==> src/rtl/mem_stage_pkg.sv <==
// -----------------------------------------------------------------------------
// mem_stage_pkg
// Shared types and constants for the memory stage.
//   access_size_t : width of a load/store access (WORD or BYTE)
//   mem_state_t   : memory-stage FSM states (IDLE, REQ, WAIT)
//   BYTE_LANES    : byte lanes of the default 32-bit datapath
//   byte_lanes()  : byte lanes for an arbitrary datapath width
// -----------------------------------------------------------------------------
package mem_stage_pkg;

  typedef enum logic [0:0] {
    WORD = 1'b0,
    BYTE = 1'b1
  } access_size_t;

  typedef enum logic [1:0] {
    IDLE = 2'd0,
    REQ  = 2'd1,
    WAIT = 2'd2
  } mem_state_t;

  function automatic int byte_lanes(input int data_width);
    return data_width / 8;
  endfunction

  localparam int BYTE_LANES = byte_lanes(32);

endpackage

==> src/rtl/mem_stage_align.sv <==
// -----------------------------------------------------------------------------
// mem_align
// Combinational byte-lane helper for the memory stage.
// Store side: builds byte enables and replicates the store byte into every
// lane for BYTE accesses; WORD accesses pass the data through untouched.
// Load side: selects the addressed byte of the read data and sign-extends it
// for BYTE loads; WORD loads pass through.
// Ports:
//   store_size/store_offset/store_data -> store_be, store_wdata
//   load_size/load_offset/load_rdata   -> load_data
// -----------------------------------------------------------------------------
module mem_align
  import mem_stage_pkg::*;
#(
  parameter int DATA_WIDTH = 32,
  localparam int LANES     = byte_lanes(DATA_WIDTH),
  localparam int LANE_BITS = $clog2(LANES)
) (
  input  access_size_t          store_size,
  input  logic [LANE_BITS-1:0]  store_offset,
  input  logic [DATA_WIDTH-1:0] store_data,
  output logic [LANES-1:0]      store_be,
  output logic [DATA_WIDTH-1:0] store_wdata,
  input  access_size_t          load_size,
  input  logic [LANE_BITS-1:0]  load_offset,
  input  logic [DATA_WIDTH-1:0] load_rdata,
  output logic [DATA_WIDTH-1:0] load_data
);

  logic [7:0] lane_bytes [LANES];
  logic [7:0] load_byte;

  for (genvar gi = 0; gi < LANES; gi++) begin : g_lane
    assign store_be[gi]           = (store_size == WORD) || (store_offset == LANE_BITS'(gi));
    // Byte stores put the low byte on every lane; the byte enable picks one.
    assign store_wdata[8*gi +: 8] = (store_size == WORD) ? store_data[8*gi +: 8]
                                                         : store_data[7:0];
    assign lane_bytes[gi]         = load_rdata[8*gi +: 8];
  end

  assign load_byte = lane_bytes[load_offset];
  assign load_data = (load_size == WORD) ? load_rdata
                                         : {{(DATA_WIDTH-8){load_byte[7]}}, load_byte};

endmodule

==> src/rtl/mem_stage.sv <==
// -----------------------------------------------------------------------------
// mem_stage
// Memory stage of the multi-cycle pipeline, fed by the registered ALU-stage
// outputs. Non-memory instructions pass to writeback in one cycle. Loads and
// stores register a request, present it with valid/ready, wait for a
// valid-only response, then retire to writeback. mem_stall_o freezes the
// upstream stages while an access is in flight.
//
// Ports:
//   clk_i, rst_i (async, active low)
//   valid_i, reg_wr_en_i, is_load_i, is_store_i, alu_result_i,
//   store_data_i, wr_reg_i, access_size_i      : instruction from ALU stage
//   mem_stall_o                                : freeze upstream
//   dmem_req_valid_o/ready_i, dmem_addr_o, dmem_wr_en_o, dmem_be_o,
//   dmem_wdata_o                               : memory request channel
//   dmem_rsp_valid_i, dmem_rdata_i             : memory response channel
//   wb_valid_o, wb_reg_wr_en_o, wb_wr_reg_o, wb_data_o : toward writeback
//
// Build option MEM_STAGE_MISALIGN_CHECK_EN: adds misalign_o/misalign_addr_o.
// A WORD access with nonzero low address bits then retires at once without a
// memory request and reports the address. Without it the low address bits
// are silently cleared.
// -----------------------------------------------------------------------------
module mem_stage
  import mem_stage_pkg::*;
#(
  parameter int DATA_WIDTH     = 32,
  parameter int ADDR_WIDTH     = 32,
  parameter int REGISTER_WIDTH = 5
) (
  input  logic                      clk_i,
  input  logic                      rst_i,
  input  logic                      valid_i,
  input  logic                      reg_wr_en_i,
  input  logic                      is_load_i,
  input  logic                      is_store_i,
  input  logic [DATA_WIDTH-1:0]     alu_result_i,
  input  logic [DATA_WIDTH-1:0]     store_data_i,
  input  logic [REGISTER_WIDTH-1:0] wr_reg_i,
  input  access_size_t              access_size_i,
  output logic                      mem_stall_o,
  output logic                      dmem_req_valid_o,
  input  logic                      dmem_req_ready_i,
  output logic [ADDR_WIDTH-1:0]     dmem_addr_o,
  output logic                      dmem_wr_en_o,
  output logic [DATA_WIDTH/8-1:0]   dmem_be_o,
  output logic [DATA_WIDTH-1:0]     dmem_wdata_o,
  input  logic                      dmem_rsp_valid_i,
  input  logic [DATA_WIDTH-1:0]     dmem_rdata_i,
  output logic                      wb_valid_o,
  output logic                      wb_reg_wr_en_o,
  output logic [REGISTER_WIDTH-1:0] wb_wr_reg_o,
  output logic [DATA_WIDTH-1:0]     wb_data_o
`ifdef MEM_STAGE_MISALIGN_CHECK_EN
  ,
  output logic                      misalign_o,
  output logic [ADDR_WIDTH-1:0]     misalign_addr_o
`endif
);

  localparam int LANES     = byte_lanes(DATA_WIDTH);
  localparam int LANE_BITS = $clog2(LANES);

  mem_state_t state_reg, state_next;

  logic                 mem_op;
  logic                 misaligned;
  logic                 start_access;
  logic                 rsp_done;
  logic [LANE_BITS-1:0] req_offset;

  // Attributes of the in-flight access, captured when it is issued so that
  // retirement does not depend on upstream keeping its inputs stable.
  logic                      load_reg;
  logic                      reg_wr_en_reg;
  logic [REGISTER_WIDTH-1:0] wr_reg_reg;
  access_size_t              size_reg;
  logic [LANE_BITS-1:0]      offset_reg;

  logic [LANES-1:0]      be_calc;
  logic [DATA_WIDTH-1:0] wdata_calc;
  logic [DATA_WIDTH-1:0] load_data;

  assign mem_op     = valid_i & (is_load_i | is_store_i);
  assign req_offset = alu_result_i[LANE_BITS-1:0];

`ifdef MEM_STAGE_MISALIGN_CHECK_EN
  assign misaligned = mem_op & (access_size_i == WORD) & (req_offset != '0);
`else
  assign misaligned = 1'b0;
`endif

  assign start_access = mem_op & ~misaligned;
  assign rsp_done     = (state_reg == WAIT) & dmem_rsp_valid_i;

  // Stall drops in the response cycle so the next instruction can enter on
  // the same edge that retires this one.
  assign mem_stall_o = ((state_reg == IDLE) & start_access)
                     | (state_reg == REQ)
                     | ((state_reg == WAIT) & ~dmem_rsp_valid_i);

  always_comb begin
    state_next = state_reg;
    case (state_reg)
      IDLE:    if (start_access)     state_next = REQ;
      REQ:     if (dmem_req_ready_i) state_next = WAIT;
      WAIT:    if (dmem_rsp_valid_i) state_next = IDLE;
      default:                       state_next = IDLE;
    endcase
  end

  mem_align #(
    .DATA_WIDTH (DATA_WIDTH)
  ) u_align (
    .store_size   (access_size_i),
    .store_offset (req_offset),
    .store_data   (store_data_i),
    .store_be     (be_calc),
    .store_wdata  (wdata_calc),
    .load_size    (size_reg),
    .load_offset  (offset_reg),
    .load_rdata   (dmem_rdata_i),
    .load_data    (load_data)
  );

  always_ff @(posedge clk_i or negedge rst_i) begin
    if (!rst_i) begin
      state_reg        <= IDLE;
      dmem_req_valid_o <= 1'b0;
      dmem_addr_o      <= '0;
      dmem_wr_en_o     <= 1'b0;
      dmem_be_o        <= '0;
      dmem_wdata_o     <= '0;
      wb_valid_o       <= 1'b0;
      wb_reg_wr_en_o   <= 1'b0;
      wb_wr_reg_o      <= '0;
      wb_data_o        <= '0;
      load_reg         <= 1'b0;
      reg_wr_en_reg    <= 1'b0;
      wr_reg_reg       <= '0;
      size_reg         <= WORD;
      offset_reg       <= '0;
`ifdef MEM_STAGE_MISALIGN_CHECK_EN
      misalign_o       <= 1'b0;
      misalign_addr_o  <= '0;
`endif
    end else begin
      state_reg  <= state_next;
      // Writeback valid and misalign flag are single-cycle pulses.
      wb_valid_o <= 1'b0;
`ifdef MEM_STAGE_MISALIGN_CHECK_EN
      misalign_o <= 1'b0;
`endif
      case (state_reg)
        IDLE: begin
          if (start_access) begin
            dmem_req_valid_o <= 1'b1;
            dmem_addr_o      <= {alu_result_i[ADDR_WIDTH-1:LANE_BITS], {LANE_BITS{1'b0}}};
            dmem_wr_en_o     <= is_store_i;
            dmem_be_o        <= be_calc;
            dmem_wdata_o     <= wdata_calc;
            load_reg         <= is_load_i;
            reg_wr_en_reg    <= reg_wr_en_i;
            wr_reg_reg       <= wr_reg_i;
            size_reg         <= access_size_i;
            offset_reg       <= req_offset;
            wb_reg_wr_en_o   <= 1'b0;
`ifdef MEM_STAGE_MISALIGN_CHECK_EN
          end else if (misaligned) begin
            wb_valid_o      <= 1'b1;
            wb_reg_wr_en_o  <= 1'b0;
            wb_wr_reg_o     <= wr_reg_i;
            wb_data_o       <= alu_result_i;
            misalign_o      <= 1'b1;
            misalign_addr_o <= alu_result_i[ADDR_WIDTH-1:0];
`endif
          end else begin
            wb_valid_o     <= valid_i;
            wb_reg_wr_en_o <= valid_i & reg_wr_en_i;
            // Data/register fields hold while no instruction is retiring.
            if (valid_i) begin
              wb_data_o   <= alu_result_i;
              wb_wr_reg_o <= wr_reg_i;
            end
          end
        end
        REQ: begin
          if (dmem_req_ready_i) dmem_req_valid_o <= 1'b0;
        end
        WAIT: begin
          if (rsp_done) begin
            wb_valid_o     <= 1'b1;
            wb_reg_wr_en_o <= load_reg & reg_wr_en_reg;
            wb_wr_reg_o    <= wr_reg_reg;
            wb_data_o      <= load_reg ? load_data : '0;
          end
        end
        default: ;
      endcase
    end
  end

endmodule

==> config.mk <==
export PLATFORM = sky130hd
export DESIGN_NAME = mem_stage
export DESIGN_NICKNAME = d
export VERILOG_FILES = /design/src/rtl/mem_stage_pkg.sv /design/src/rtl/mem_stage_align.sv /design/src/rtl/mem_stage.sv
export SDC_FILE = /design/constraint.sdc
export NUM_CORES = 1
export LEC_CHECK = 0
export BUFFER_PORTS_ARGS = -buffer_cell sky130_fd_sc_hd__buf_2
export CAP_MARGIN = 10
export CELL_PAD_IN_SITES_DETAIL_PLACEMENT = 1
export CELL_PAD_IN_SITES_GLOBAL_PLACEMENT = 2
export CORE_MARGIN = 2
export CORE_UTILIZATION = 27
export CTS_BUF_LIST = sky130_fd_sc_hd__clkbuf_4
export DETAILED_ROUTE_END_ITERATION = 10
export GPL_TIMING_DRIVEN = 0
export PLACE_DENSITY_LB_ADDON = 0.1
export SLEW_MARGIN = 0
export SYNTH_ARGS = -nofsm -noshare
export SYNTH_HDL_FRONTEND = slang
export SYNTH_SLANG_ARGS = --single-unit
==> constraint.sdc <==
create_clock -name clk_i -period 1.9 [get_ports clk_i]
set_input_delay 0.19 -clock clk_i [delete_from_list [all_inputs] [get_ports clk_i]]
set_output_delay 0.19 -clock clk_i [all_outputs]
set_load 0.005 [all_outputs]
==> impl_metrics.json <==
{
  "run_status": "finished, final reports clean",
  "synth.area.top_cells": "dfrtp_1 (55%), mux2_2 (9.2%), a21oi_1 (8.4%)",
  "crit_path_start": "offset_reg[0]",
  "ys_ff_latch": 119,
  "ys_types": 35,
  "ant_nets": 0,
  "clk_latency_ns": 0.54,
  "synth_top_area_frac": 0.5543,
  "num_vias": 5297,
  "cts-root-buf": "clkbuf_4",
  "io_pins": 220,
  "hold_depth": 3,
  "grt_max_degree": 89,
  "clockBufferDepth": 2,
  "power_density_mw_per_mm2": 1362,
  "dp.cells": 979,
  "worstSetupPathType": "reg -> reg",
  "die_h_um": 145.1,
  "power_mw": 11.84,
  "p_comb_frac": 0.444,
  "worstMarginPinSlew_ns": 0.7647,
  "clkPwrFrac": 0.181,
  "rr_worst_depth": 7,
  "p_sw_frac": 0.3765,
  "gp_congestion": 0.7707,
  "cap_violations": 0,
  "fp-row-count": 51,
  "synth_largest_area_cell": "dfrtp_1",
  "clkTransAtPathRegs_ns": 0.11,
  "grt_pass1_vias": 5917,
  "ys.flop_type": "dfrtp_1",
  "hold_viol_final": 0,
  "ys_warn_count": 0,
  "leakagePower_nw": 3.953,
  "reg2reg_to": "wb_data_o[12]",
  "htreeDepth": 4,
  "max_freq_mhz": 541.6,
  "first_pass_iters": 4,
  "hold_path_class": "in -> reg",
  "wl_mm": 21.01,
  "fp.coreArea_sq_mm": 0.01953,
  "vias_per_cell": 4.655,
  "synth.avg_cell_area_sq_um": 10.83,
  "sequentialPowerShare": 0.375,
  "cp_data_arrival_time_ns": 2.26,
  "rsz0062_at_grt": "yes",
  "synth_common_cells": "dfrtp_1 (119), a21oi_1 (90), nor2_1 (63)",
  "fp.dieW_um": 145.1,
  "period_minus_slack_ns": 1.847,
  "slew_headroom": 0.4902,
  "fin_nets": 968,
  "grt_first_pass_wirelength_mm": 33.00,
  "finalCritPeriodShare": 0.9718,
  "reg_top3": "dmem_wdata_o: 32 flops, wb_data_o: 32 flops, dmem_addr_o: 30 flops",
  "drtIter0Drc": 111,
  "start_util": 0.2752,
  "track_usage": 0.2000,
  "hold_start": "dmem_rdata_i[0]",
  "syn_area_sq_mm": 0.005373,
  "ir_drop_uv": 501.8,
  "endpoint_kind": "flop",
  "synth_edf_count": 0,
  "area_growth_pct": 61.88,
  "r2r_slack_ns": 0.05,
  "finalMaxSlewViolations": 0,
  "fin_setup_tns_ns": 0,
  "crit_required_ns": 2.31,
  "whs_endpoint": "wb_data_o[0]",
  "seq_area_frac_synth": 0.5543,
  "cts.sinks": 119,
  "antenna_found_initial": 3,
  "final_util": 0.4454,
  "hpwl_mm": 14.53,
  "portBuffers": 216,
  "synthArstFlopShare": 1.000,
  "wl_per_cell_um": 18.46,
  "p_sw_mw": 4.458,
  "overflow": 0,
  "dieArea_sq_mm": 0.02104,
  "postSynthCellCount": 496,
  "r2r_start": "offset_reg[0]",
  "path_max_fanout": 10,
  "intPower_mw": 7.383,
  "drive_gt1_frac": 0.4282,
  "setup_viol": 0,
  "startpoint_type": "flop",
  "synth.most_common_cell": "dfrtp_1",
  "finClkSkew_ns": 0.01831,
  "route.detailed.drc": 0,
  "cts_tree": "done",
  "numCtsBuffers": 17,
  "final_cells": 1138
}
==> layout by cell type (no fill, tap or decap), types with 7 or more instances in the layout <==
cell type	instances
mux2i_1	31
buf_6	8
a21oi_2	19
buf_2	218
nand2b_1	8
clkbuf_1	8
clkbuf_4	18
dfrtp_1	118
clkbuf_2	7
a21oi_1	68
mux2_2	44
o2111ai_1	7
nand3_1	8
inv_1	7
nor2_1	61
buf_4	21
dlygate4sd3_1	114
nand2_1	15
o22ai_1	18
==> worst max-delay path by stage <==
stage                       to  slack, ns
3_3_place_gp   dmem_addr_o[18]      -1.04
3_5_place_dp      dmem_be_o[3]      -0.54
6_report         wb_data_o[12]       0.05
5_1_grt          wb_data_o[12]      -0.06
4_1_cts           wb_data_o[7]     -0.002
2_1_floorplan     wb_data_o[6]        0.1
==> critical path: stages (launching register included) <==
cell and delay [ns]:
dfrtp_1 0.37, buf_6 0.13, mux4_2 0.49, and2_1 0.17
buf_2 0.17, buf_6 0.17, a21oi_1 0.15, o22ai_1 0.10
==> logic make-up (layout without fill, tap and decap cells) <==
family	Yosys count	after routing	share of synthesized area
AND/OR/NAND/NOR	104	104	0.08640
flip-flops	119	119	0.5543
buffers and inverters	50	424	0.04867
other	1	4	0.0006980
multiplexers	79	79	0.1605
AO/OA/AOI/OAI	143	143	0.1495
==> layer usage <==
layer | track usage | vias up | wire length (um) | share of wire
met1 | 0.2466 | 2642 | 9063 | 0.43
li1 | - | 2489 | - | -
met4 | 0.06127 | 2 | 306 | 0.015
met2 | 0.3524 | 142 | 10720 | 0.51
met3 | 0.04057 | 22 | 906 | 0.043
met5 | 0 | - | 13 | 0.00062
==> through the flow <==
step | setup slack (ns) | cell area [sq um] | hold slack (ns)
2_1_floorplan | 0.09806 | 5376 | -0.1056
3_3_place_gp | -1.044 | 6789 | 0.4102
3_5_place_dp | -0.5367 | 6823 | 0.1035
4_1_cts | -0.002031 | 8538 | 0.01291
5_1_grt | -0.05807 | 8695 | 0.07000
6_report | 0.05350 | 8697 | 0.07273
==> power groups by stage <==
stage	Sequential, mW	Combinational, mW	Clock, mW
2_1_floorplan	4.53	2.34	0
3_3_place_gp	4.43	4.53	0
4_1_cts	4.44	5.10	2.23
6_report	4.44	5.26	2.14
5_1_grt	4.62	5.80	2.32
3_5_place_dp	4.48	4.65	0
==> what timing repair did <==
item,CTS,global route
hold buffers,114,0
endpoints found under the hold margin,236,0
cloned,2,0
pin swaps,3,1
buffers inserted,9,1
endpoints found under the setup margin,114,89
gates resized for setup,43,46
==> cell type report <==
cell class / count / area, sq um
Multi-Input combinational cell: 328 / 2328
Antenna cell: 2 / 5.005
Sequential cell: 119 / 2979
Inverter: 9 / 46.29
Tap cell: 265 / 331.6
Fill cell: 2251 / 10830
Timing Repair Buffer: 343 / 2394
Clock inverter: 15 / 198.9
Buffer: 40 / 286.5
Clock buffer: 17 / 127.6
(Power assumes the default switching activity.)
